**src/rtl/qdrc_arb_pkg.sv**
```systemverilog
// Shared definitions for the QDR command arbiter: requester IDs,
// default widths and the round-robin pick helper.
package qdrc_arb_pkg;

  typedef enum logic {
    REQ_A = 1'b0,
    REQ_B = 1'b1
  } req_id_e;

  localparam int DEF_DATA_WIDTH = 18;
  localparam int DEF_BW_WIDTH   = 2;
  localparam int DEF_ADDR_WIDTH = 21;
  localparam int DEF_TAG_DEPTH  = 16;

  // A tie goes to the requester that was not served last; otherwise the
  // only eligible requester wins (the result is ignored when neither is).
  function automatic req_id_e rr_pick(input logic a_elig, input logic b_elig,
                                      input req_id_e last);
    if (a_elig && b_elig) begin
      return (last == REQ_A) ? REQ_B : REQ_A;
    end else if (b_elig) begin
      return REQ_B;
    end
    return REQ_A;
  endfunction

endpackage

```
**src/rtl/qdrc_tag_fifo.sv**
```systemverilog
// Outstanding-read tag FIFO: one bit per entry recording which requester
// owns each issued read. Supports push and pop in the same cycle at any
// fill level; a pop on an empty FIFO is ignored.
module qdrc_tag_fifo #(
  parameter int DEPTH = 16
) (
  input  logic clk,
  input  logic reset,
  input  logic push,
  input  logic push_data,
  input  logic pop,
  output logic pop_data,
  output logic full,
  output logic empty
);

  localparam int AW = (DEPTH > 1) ? $clog2(DEPTH) : 1;

  logic [DEPTH-1:0] mem_q, mem_d;
  logic [AW:0]      wr_ptr_q, wr_ptr_d;
  logic [AW:0]      rd_ptr_q, rd_ptr_d;
  logic             do_push, do_pop;

  // Flags, read port and pointer/memory next state; a pop at full frees the slot a same-cycle push needs.
  always_comb begin
    empty    = (wr_ptr_q == rd_ptr_q);
    full     = (wr_ptr_q[AW] != rd_ptr_q[AW]) &&
               (wr_ptr_q[AW-1:0] == rd_ptr_q[AW-1:0]);
    do_pop   = pop && !empty;
    do_push  = push && (!full || do_pop);
    pop_data = mem_q[rd_ptr_q[AW-1:0]];
    mem_d    = mem_q;
    if (do_push) begin
      mem_d[wr_ptr_q[AW-1:0]] = push_data;
    end
    wr_ptr_d = wr_ptr_q + {{AW{1'b0}}, do_push};
    rd_ptr_d = rd_ptr_q + {{AW{1'b0}}, do_pop};
  end

  // State registers, cleared to empty on reset.
  always_ff @(posedge clk or posedge reset) begin
    if (reset) begin
      mem_q    <= '0;
      wr_ptr_q <= '0;
      rd_ptr_q <= '0;
    end else begin
      mem_q    <= mem_d;
      wr_ptr_q <= wr_ptr_d;
      rd_ptr_q <= rd_ptr_d;
    end
  end

endmodule

```
**src/rtl/qdrc_arb.sv**
```systemverilog
// Two-requester QDR command arbiter. Each requester has a one-entry hold
// register; a round-robin grant moves one entry per cycle to the registered
// PHY command outputs, and read returns are routed back by tag.
module qdrc_arb
  import qdrc_arb_pkg::*;
#(
  parameter int DATA_WIDTH = DEF_DATA_WIDTH,
  parameter int BW_WIDTH   = DEF_BW_WIDTH,
  parameter int ADDR_WIDTH = DEF_ADDR_WIDTH,
  parameter int TAG_DEPTH  = DEF_TAG_DEPTH
) (
  input  logic                    clk,
  input  logic                    reset,
  input  logic                    a_wr_strb,
  input  logic                    a_rd_strb,
  input  logic [ADDR_WIDTH-1:0]   a_addr,
  input  logic [2*DATA_WIDTH-1:0] a_wr_data,
  input  logic [2*BW_WIDTH-1:0]   a_wr_ben,
  output logic                    a_rdy,
  output logic [2*DATA_WIDTH-1:0] a_rd_data,
  output logic                    a_rd_dvld,
  input  logic                    b_wr_strb,
  input  logic                    b_rd_strb,
  input  logic [ADDR_WIDTH-1:0]   b_addr,
  input  logic [2*DATA_WIDTH-1:0] b_wr_data,
  input  logic [2*BW_WIDTH-1:0]   b_wr_ben,
  output logic                    b_rdy,
  output logic [2*DATA_WIDTH-1:0] b_rd_data,
  output logic                    b_rd_dvld,
  output logic                    phy_wr_strb,
  output logic                    phy_rd_strb,
  output logic [ADDR_WIDTH-1:0]   phy_addr,
  output logic [2*DATA_WIDTH-1:0] phy_wr_data,
  output logic [2*BW_WIDTH-1:0]   phy_wr_ben,
  input  logic [2*DATA_WIDTH-1:0] phy_rd_data,
  input  logic                    phy_rd_dvld,
  output logic                    tag_err
);

  localparam int DW = 2 * DATA_WIDTH;
  localparam int BW = 2 * BW_WIDTH;

  // Requester inputs gathered into arrays indexed by requester ID.
  logic [1:0]                 cmd_wr, cmd_rd;
  logic [1:0][ADDR_WIDTH-1:0] cmd_addr;
  logic [1:0][DW-1:0]         cmd_data;
  logic [1:0][BW-1:0]         cmd_ben;

  assign cmd_wr   = {b_wr_strb, a_wr_strb};
  assign cmd_rd   = {b_rd_strb, a_rd_strb};
  assign cmd_addr = {b_addr, a_addr};
  assign cmd_data = {b_wr_data, a_wr_data};
  assign cmd_ben  = {b_wr_ben, a_wr_ben};

  logic [1:0]                 hold_vld_q, hold_vld_d;
  logic [1:0]                 hold_wr_q, hold_wr_d;
  logic [1:0]                 hold_rd_q, hold_rd_d;
  logic [1:0][ADDR_WIDTH-1:0] hold_addr_q, hold_addr_d;
  logic [1:0][DW-1:0]         hold_data_q, hold_data_d;
  logic [1:0][BW-1:0]         hold_ben_q, hold_ben_d;
  req_id_e                    last_q, last_d;

  logic                  phy_wr_q, phy_wr_d, phy_rd_q, phy_rd_d;
  logic [ADDR_WIDTH-1:0] phy_addr_q, phy_addr_d;
  logic [DW-1:0]         phy_data_q, phy_data_d;
  logic [BW-1:0]         phy_ben_q, phy_ben_d;

  logic [1:0]         rd_dvld_q, rd_dvld_d;
  logic [1:0][DW-1:0] rd_data_q, rd_data_d;
  logic               tag_err_q, tag_err_d;

  logic [1:0] elig, rdy;
  logic       grant_vld, grant_sel, ret_ok;
  req_id_e    grant_id;
  logic       fifo_push, fifo_tag, fifo_full, fifo_empty;

  // Arbitration: a read-carrying entry waits while the tag FIFO is full; the tag is pushed on the grant edge.
  always_comb begin
    elig[0]   = hold_vld_q[0] && !(hold_rd_q[0] && fifo_full);
    elig[1]   = hold_vld_q[1] && !(hold_rd_q[1] && fifo_full);
    grant_vld = |elig;
    grant_id  = rr_pick(elig[0], elig[1], last_q);
    grant_sel = grant_id;
    rdy[0]    = !hold_vld_q[0] || (grant_vld && (grant_sel == 1'b0));
    rdy[1]    = !hold_vld_q[1] || (grant_vld && (grant_sel == 1'b1));
    fifo_push = grant_vld && hold_rd_q[grant_sel];
    last_d    = grant_vld ? grant_id : last_q;
  end

  // Hold registers load an accepted command, otherwise empty once granted.
  always_comb begin
    hold_vld_d  = hold_vld_q;
    hold_wr_d   = hold_wr_q;
    hold_rd_d   = hold_rd_q;
    hold_addr_d = hold_addr_q;
    hold_data_d = hold_data_q;
    hold_ben_d  = hold_ben_q;
    for (int i = 0; i < 2; i++) begin
      if (rdy[i] && (cmd_wr[i] || cmd_rd[i])) begin
        hold_vld_d[i]  = 1'b1;
        hold_wr_d[i]   = cmd_wr[i];
        hold_rd_d[i]   = cmd_rd[i];
        hold_addr_d[i] = cmd_addr[i];
        hold_data_d[i] = cmd_data[i];
        hold_ben_d[i]  = cmd_ben[i];
      end else if (grant_vld && (grant_sel == i[0])) begin
        hold_vld_d[i] = 1'b0;
      end
    end
  end

  // Granted entry is copied to the PHY outputs; strobes drop when nothing is granted.
  always_comb begin
    phy_wr_d   = grant_vld && hold_wr_q[grant_sel];
    phy_rd_d   = grant_vld && hold_rd_q[grant_sel];
    phy_addr_d = grant_vld ? hold_addr_q[grant_sel] : phy_addr_q;
    phy_data_d = grant_vld ? hold_data_q[grant_sel] : phy_data_q;
    phy_ben_d  = grant_vld ? hold_ben_q[grant_sel] : phy_ben_q;
  end

  // Read returns are steered by the oldest tag; a return with no tag is dropped and flagged.
  always_comb begin
    ret_ok       = phy_rd_dvld && !fifo_empty;
    rd_dvld_d[0] = ret_ok && !fifo_tag;
    rd_dvld_d[1] = ret_ok && fifo_tag;
    rd_data_d    = rd_data_q;
    if (rd_dvld_d[0]) rd_data_d[0] = phy_rd_data;
    if (rd_dvld_d[1]) rd_data_d[1] = phy_rd_data;
    tag_err_d    = tag_err_q || (phy_rd_dvld && fifo_empty);
  end

  // All state clears on reset; the pointer starts at B so A wins the first tie.
  always_ff @(posedge clk or posedge reset) begin
    if (reset) begin
      hold_vld_q  <= '0;
      hold_wr_q   <= '0;
      hold_rd_q   <= '0;
      hold_addr_q <= '0;
      hold_data_q <= '0;
      hold_ben_q  <= '0;
      last_q      <= REQ_B;
      phy_wr_q    <= 1'b0;
      phy_rd_q    <= 1'b0;
      phy_addr_q  <= '0;
      phy_data_q  <= '0;
      phy_ben_q   <= '0;
      rd_dvld_q   <= '0;
      rd_data_q   <= '0;
      tag_err_q   <= 1'b0;
    end else begin
      hold_vld_q  <= hold_vld_d;
      hold_wr_q   <= hold_wr_d;
      hold_rd_q   <= hold_rd_d;
      hold_addr_q <= hold_addr_d;
      hold_data_q <= hold_data_d;
      hold_ben_q  <= hold_ben_d;
      last_q      <= last_d;
      phy_wr_q    <= phy_wr_d;
      phy_rd_q    <= phy_rd_d;
      phy_addr_q  <= phy_addr_d;
      phy_data_q  <= phy_data_d;
      phy_ben_q   <= phy_ben_d;
      rd_dvld_q   <= rd_dvld_d;
      rd_data_q   <= rd_data_d;
      tag_err_q   <= tag_err_d;
    end
  end

  qdrc_tag_fifo #(
    .DEPTH(TAG_DEPTH)
  ) u_tag_fifo (
    .clk      (clk),
    .reset    (reset),
    .push     (fifo_push),
    .push_data(grant_sel),
    .pop      (phy_rd_dvld),
    .pop_data (fifo_tag),
    .full     (fifo_full),
    .empty    (fifo_empty)
  );

  assign a_rdy       = rdy[0];
  assign b_rdy       = rdy[1];
  assign a_rd_dvld   = rd_dvld_q[0];
  assign b_rd_dvld   = rd_dvld_q[1];
  assign a_rd_data   = rd_data_q[0];
  assign b_rd_data   = rd_data_q[1];
  assign phy_wr_strb = phy_wr_q;
  assign phy_rd_strb = phy_rd_q;
  assign phy_addr    = phy_addr_q;
  assign phy_wr_data = phy_data_q;
  assign phy_wr_ben  = phy_ben_q;
  assign tag_err     = tag_err_q;

endmodule

```
**config.mk**
```make
export PLATFORM = sky130hd
export DESIGN_NAME = qdrc_arb
export DESIGN_NICKNAME = d
export VERILOG_FILES = /design/src/rtl/qdrc_arb_pkg.sv /design/src/rtl/qdrc_tag_fifo.sv /design/src/rtl/qdrc_arb.sv
export SDC_FILE = /design/constraint.sdc
export NUM_CORES = 1
export LEC_CHECK = 0
export BUFFER_PORTS_ARGS = -buffer_cell sky130_fd_sc_hd__buf_2
export CAP_MARGIN = 20
export CORE_UTILIZATION = 57
export DETAILED_ROUTE_END_ITERATION = 6
export PLACE_DENSITY = 0.85
export REMOVE_ABC_BUFFERS = 1
export SYNTH_ARGS = -nofsm -noshare
export SYNTH_HDL_FRONTEND = slang
export SYNTH_SLANG_ARGS = --single-unit
```
**constraint.sdc**
```tcl
create_clock -name clk -period 22 [get_ports clk]
set_input_delay 0 -clock clk [delete_from_list [all_inputs] [get_ports clk]]
set_output_delay 0 -clock clk [all_outputs]
set_load 0.01 [all_outputs]
```
==> results by group <==
Pwr
  – Max rail drop VDD: 0.0948 mV
  – Leakage: 7.42 nW
  – NetSw: 0.000930 W
  – Reg power frac: 37.9%
  – Clk pwr share: 19.9%
  – Sw Share: 35.2%
  – Comb pwr share: 42.3%
  – Power density over the cells: 161 nW/um^2
  – Pint: 0.00171 W

Floorplanning
  – Die area: 21600 sq um
  – Core area: 20400 sq um
  – Die Span X: 147 um
  – I/O pin cnt: 305
  – Die height: 147 um
  – Num rows: 52
  – Starting Density: 58.7%

Drt
  – DRC: 0
  – DR WL/cell: 22.7 um
  – Routed Antenna Nets: 0
  – Routed via count: 8862
  – DRT Pass-1 Iters: 4
  – 1st-iter DRT viols: 416
  – Drt total wl: 34800 um
  – Via density: 5.79

STA
  – Slew margin rel.: 30.3%
  – Worst slew pin tran: 1050 ps
  – Fin Setup TNS: 0 ps
  – Worst Skew: 11.2 ps
  – RSZ-0062 raised after global routing: false
  – Final setup margin: 18650 ps
  – Final Hold Vio Count: 0
  – Tmin final: 3360 ps
  – Pins Over Slew Limit: 0
  – Final number of setup-violating endpoints: 0
  – Post-route clock period utilization: 15.3%
  – Fmax: 0.298 GHz
  – Hold Slack: 225 ps

Placement
  – Pre-CTS setup slack: 18710 ps
  – IO Port Bufs: 304
  – Post-DP HPWL: 18100 um
  – GP Congestion: 0.851

CTS
  – Sink Count: 293
  – CTS root buffer: clkbuf_16
  – Clock Latency Late Sink: 540 ps
  – CTS tree: built
  – CTS buffer count: 30
  – Clock Pin Slew Worst Setup and Hold Paths: 60 ps
  – Post-CTS setup buffers: 0
  – H-Tree Depth: 1
  – Max Root-Sink Buffers: 3

Cells and area
  – Commonest cells after routing, fill and taps aside: buf_2 (304), dfrtp_1 (292), mux2_2 (181)
  – Area Overhead vs Synth: 36.4%
  – Share of post-route cells with drive strength above 1: 51.4%
  – Final #Nets: 1404
  – Commonest non-fill, non-tap cell in the layout: buf_2

Min path
  – Hold path start: a_addr[13]
  – Worst min-delay path endpoint: hold_addr_q[13]$_DFFE_PP0P_
  – Worst hold path stage count: 3
  – Hold WC Path Type: in2reg

Synth
  – Ys Warns: 0
  – Flops & latches, synth: 293
  – Ys flop type: dfrtp_1
  – FFs w/ async S/R, synth: 100%
  – Synth Area per Inst: 15.4 sq um
  – Post-Synthesis Cell Area: 12000 sq um
  – Distinct cells, synth: 40
  – Post-synth EDFFs: 0
  – Post-synthesis sequential area ratio: 61.1%
  – Cells after synthesis: 779

Global route
  – Vias in the first global route: 9762
  – Grt ovf: 0
  – Total GRT Usage: 32.8%
  – Largest net degree at the start of global routing: 143
  – Initial antenna violation count: 1
  – First-pass GRT wire length: 54500 um

Worst setup path
  – Crit start category: register
  – Max Fanout on Critical Path: 34
  – Setup CP Type: reg2reg
  – Register-to-Register Path Depth: 6
  – Data arrival, critical path: 3820 ps
  – R2r endpoint: u_tag_fifo.mem_q[2]$_DFFE_PP0P_
  – CP endpoint kind: register
  – Reg2Reg Setup Slack: 18650 ps
  – Worst R2R Start: u_tag_fifo.wr_ptr_q[4]$_DFF_PP0_
  – Critical path required time: 22470 ps

Run
  – Max Cap Viol: 0

Run status
  – Status: finished clean
==> per-layer routing <==
metal,vias to the layer above,share of wire [%],GRT usage [%]
li1,3811,-,-
met1,4491,37,38.0
met2,446,51,58.0
met3,114,7.2,7.30
met4,0,4.4,14.7
met5,-,0,0
==> worst max-delay path by stage <==
stage	startpoint	end	slack (ps)	depth (start not counted)
after detailed placement	u_tag_fifo.wr_ptr_q[4]$_DFF_PP0_	u_tag_fifo.mem_q[3]$_DFFE_PP0P_	18710	6
after CTS	u_tag_fifo.wr_ptr_q[4]$_DFF_PP0_	u_tag_fifo.mem_q[2]$_DFFE_PP0P_	18710	6
final	u_tag_fifo.wr_ptr_q[4]$_DFF_PP0_	u_tag_fifo.mem_q[2]$_DFFE_PP0P_	18650	6
after global placement	u_tag_fifo.wr_ptr_q[4]$_DFF_PP0_	u_tag_fifo.mem_q[2]$_DFFE_PP0P_	18830	6
after global routing	u_tag_fifo.wr_ptr_q[4]$_DFF_PP0_	u_tag_fifo.mem_q[6]$_DFFE_PP0P_	18450	6
after floorplan	reset	a_rd_data[0]$_DFFE_PP0P_	13910	1
==> worst max-delay path: stages, from the launching register on <==
cell     delay [ps]
dfrtp_1         400
xor2_1          550
nand2_1         210
o21ai_4         740
buf_4           520
and2_1          550
mux2_2          260
==> cells by family (layout without fill, tap and decap cells) <==
family                   Yosys count  count (layout)  synth area share [%]
adder cells (fa/ha/maj)            4               4                 0.417
flip-flops                       293             293                  61.1
other                              0               1                     0
buffers and inverters             59             539                  2.70
AND/OR/NAND/NOR                  115             115                  6.28
AO/OA/AOI/OAI                     82              82                  7.01
multiplexers                     215             215                  21.7
XOR/XNOR                          11              11                 0.803
==> cell type report <==
class / instances / area [sq um]
Timing Repair Buffer: 477 / 3240
Fill cell: 1055 / 4060
Sequential cell: 293 / 7330
Multi-Input combinational cell: 427 / 4400
Inverter: 6 / 30.0
Clock inverter: 14 / 154
Tap cell: 270 / 338
Antenna cell: 1 / 2.50
Clock buffer: 42 / 877
==> state kept, by name, indices dropped and copies added, names as in the netlist <==
| register | cells |
|---|---|
| u_tag_fifo.rd_ptr_q | 5 |
| phy_addr | 21 |
| last_q | 1 |
| tag_err | 1 |
| hold_vld_q | 2 |
| u_tag_fifo.wr_ptr_q | 5 |
| u_tag_fifo.mem_q | 16 |
| phy_wr_ben | 4 |
| hold_ben_q | 8 |
| a_rd_data | 36 |
| hold_rd_q | 2 |
| hold_addr_q | 42 |
| phy_rd_strb | 1 |
| phy_wr_data | 36 |
| b_rd_data | 36 |
| hold_wr_q | 2 |
| hold_data_q | 72 |
| phy_wr_strb | 1 |
| rd_dvld_q | 2 |
==> power by group through the flow <==
stage	combinational [W]	clock (W)	sequential, W
floorplan	0.000689	0	0.00101
global placement	0.00102	0	0.000964
detailed placement	0.00105	0	0.000979
CTS	0.00108	0.000529	0.000977
global route	0.00119	0.000553	0.00103
finish	0.00112	0.000525	0.00100
==> stage by stage <==
| step | power, W | std cells | utilization [%] | cell area [sq um] |
|---|---|---|---|---|
| floorplan | 0.00170 | 726 | - | 11700 |
| global placement | 0.00198 | 1307 | 66.9 | 13700 |
| detailed placement | 0.00203 | 1307 | 66.9 | 13700 |
| CTS | 0.00259 | 1529 | 80.1 | 16400 |
| global route | 0.00277 | 1530 | 80.1 | 16400 |
| finish | 0.00264 | 1530 | 80.1 | 16400 |
==> synthesized netlist by cell type, drive strengths merged, types with 3 or more instances <==
library cell | instances | area share (%)
clkbuf | 23 | 0.72
buf | 30 | 1.8
and2 | 6 | 0.31
dfrtp | 292 | 61
mux2 | 210 | 21
mux4 | 5 | 1.1
o221a | 61 | 5.7
nand4 | 5 | 0.26
nor2 | 4 | 0.13
o211ai | 3 | 0.19
xor2 | 3 | 0.22
nand2 | 6 | 0.21
nand3b | 61 | 3.8
a22o | 3 | 0.22
xnor2 | 8 | 0.58
o21ai | 5 | 0.21
ha | 4 | 0.42
nor2b | 4 | 0.21
nand3 | 23 | 0.96
inv | 6 | 0.19
==> what timing repair did <==
action,CTS,global route
gates resized for setup,0,0
endpoints found under the hold margin,341,0
hold buffers,166,0
Note: power is estimated with default switching activity, not from simulation.
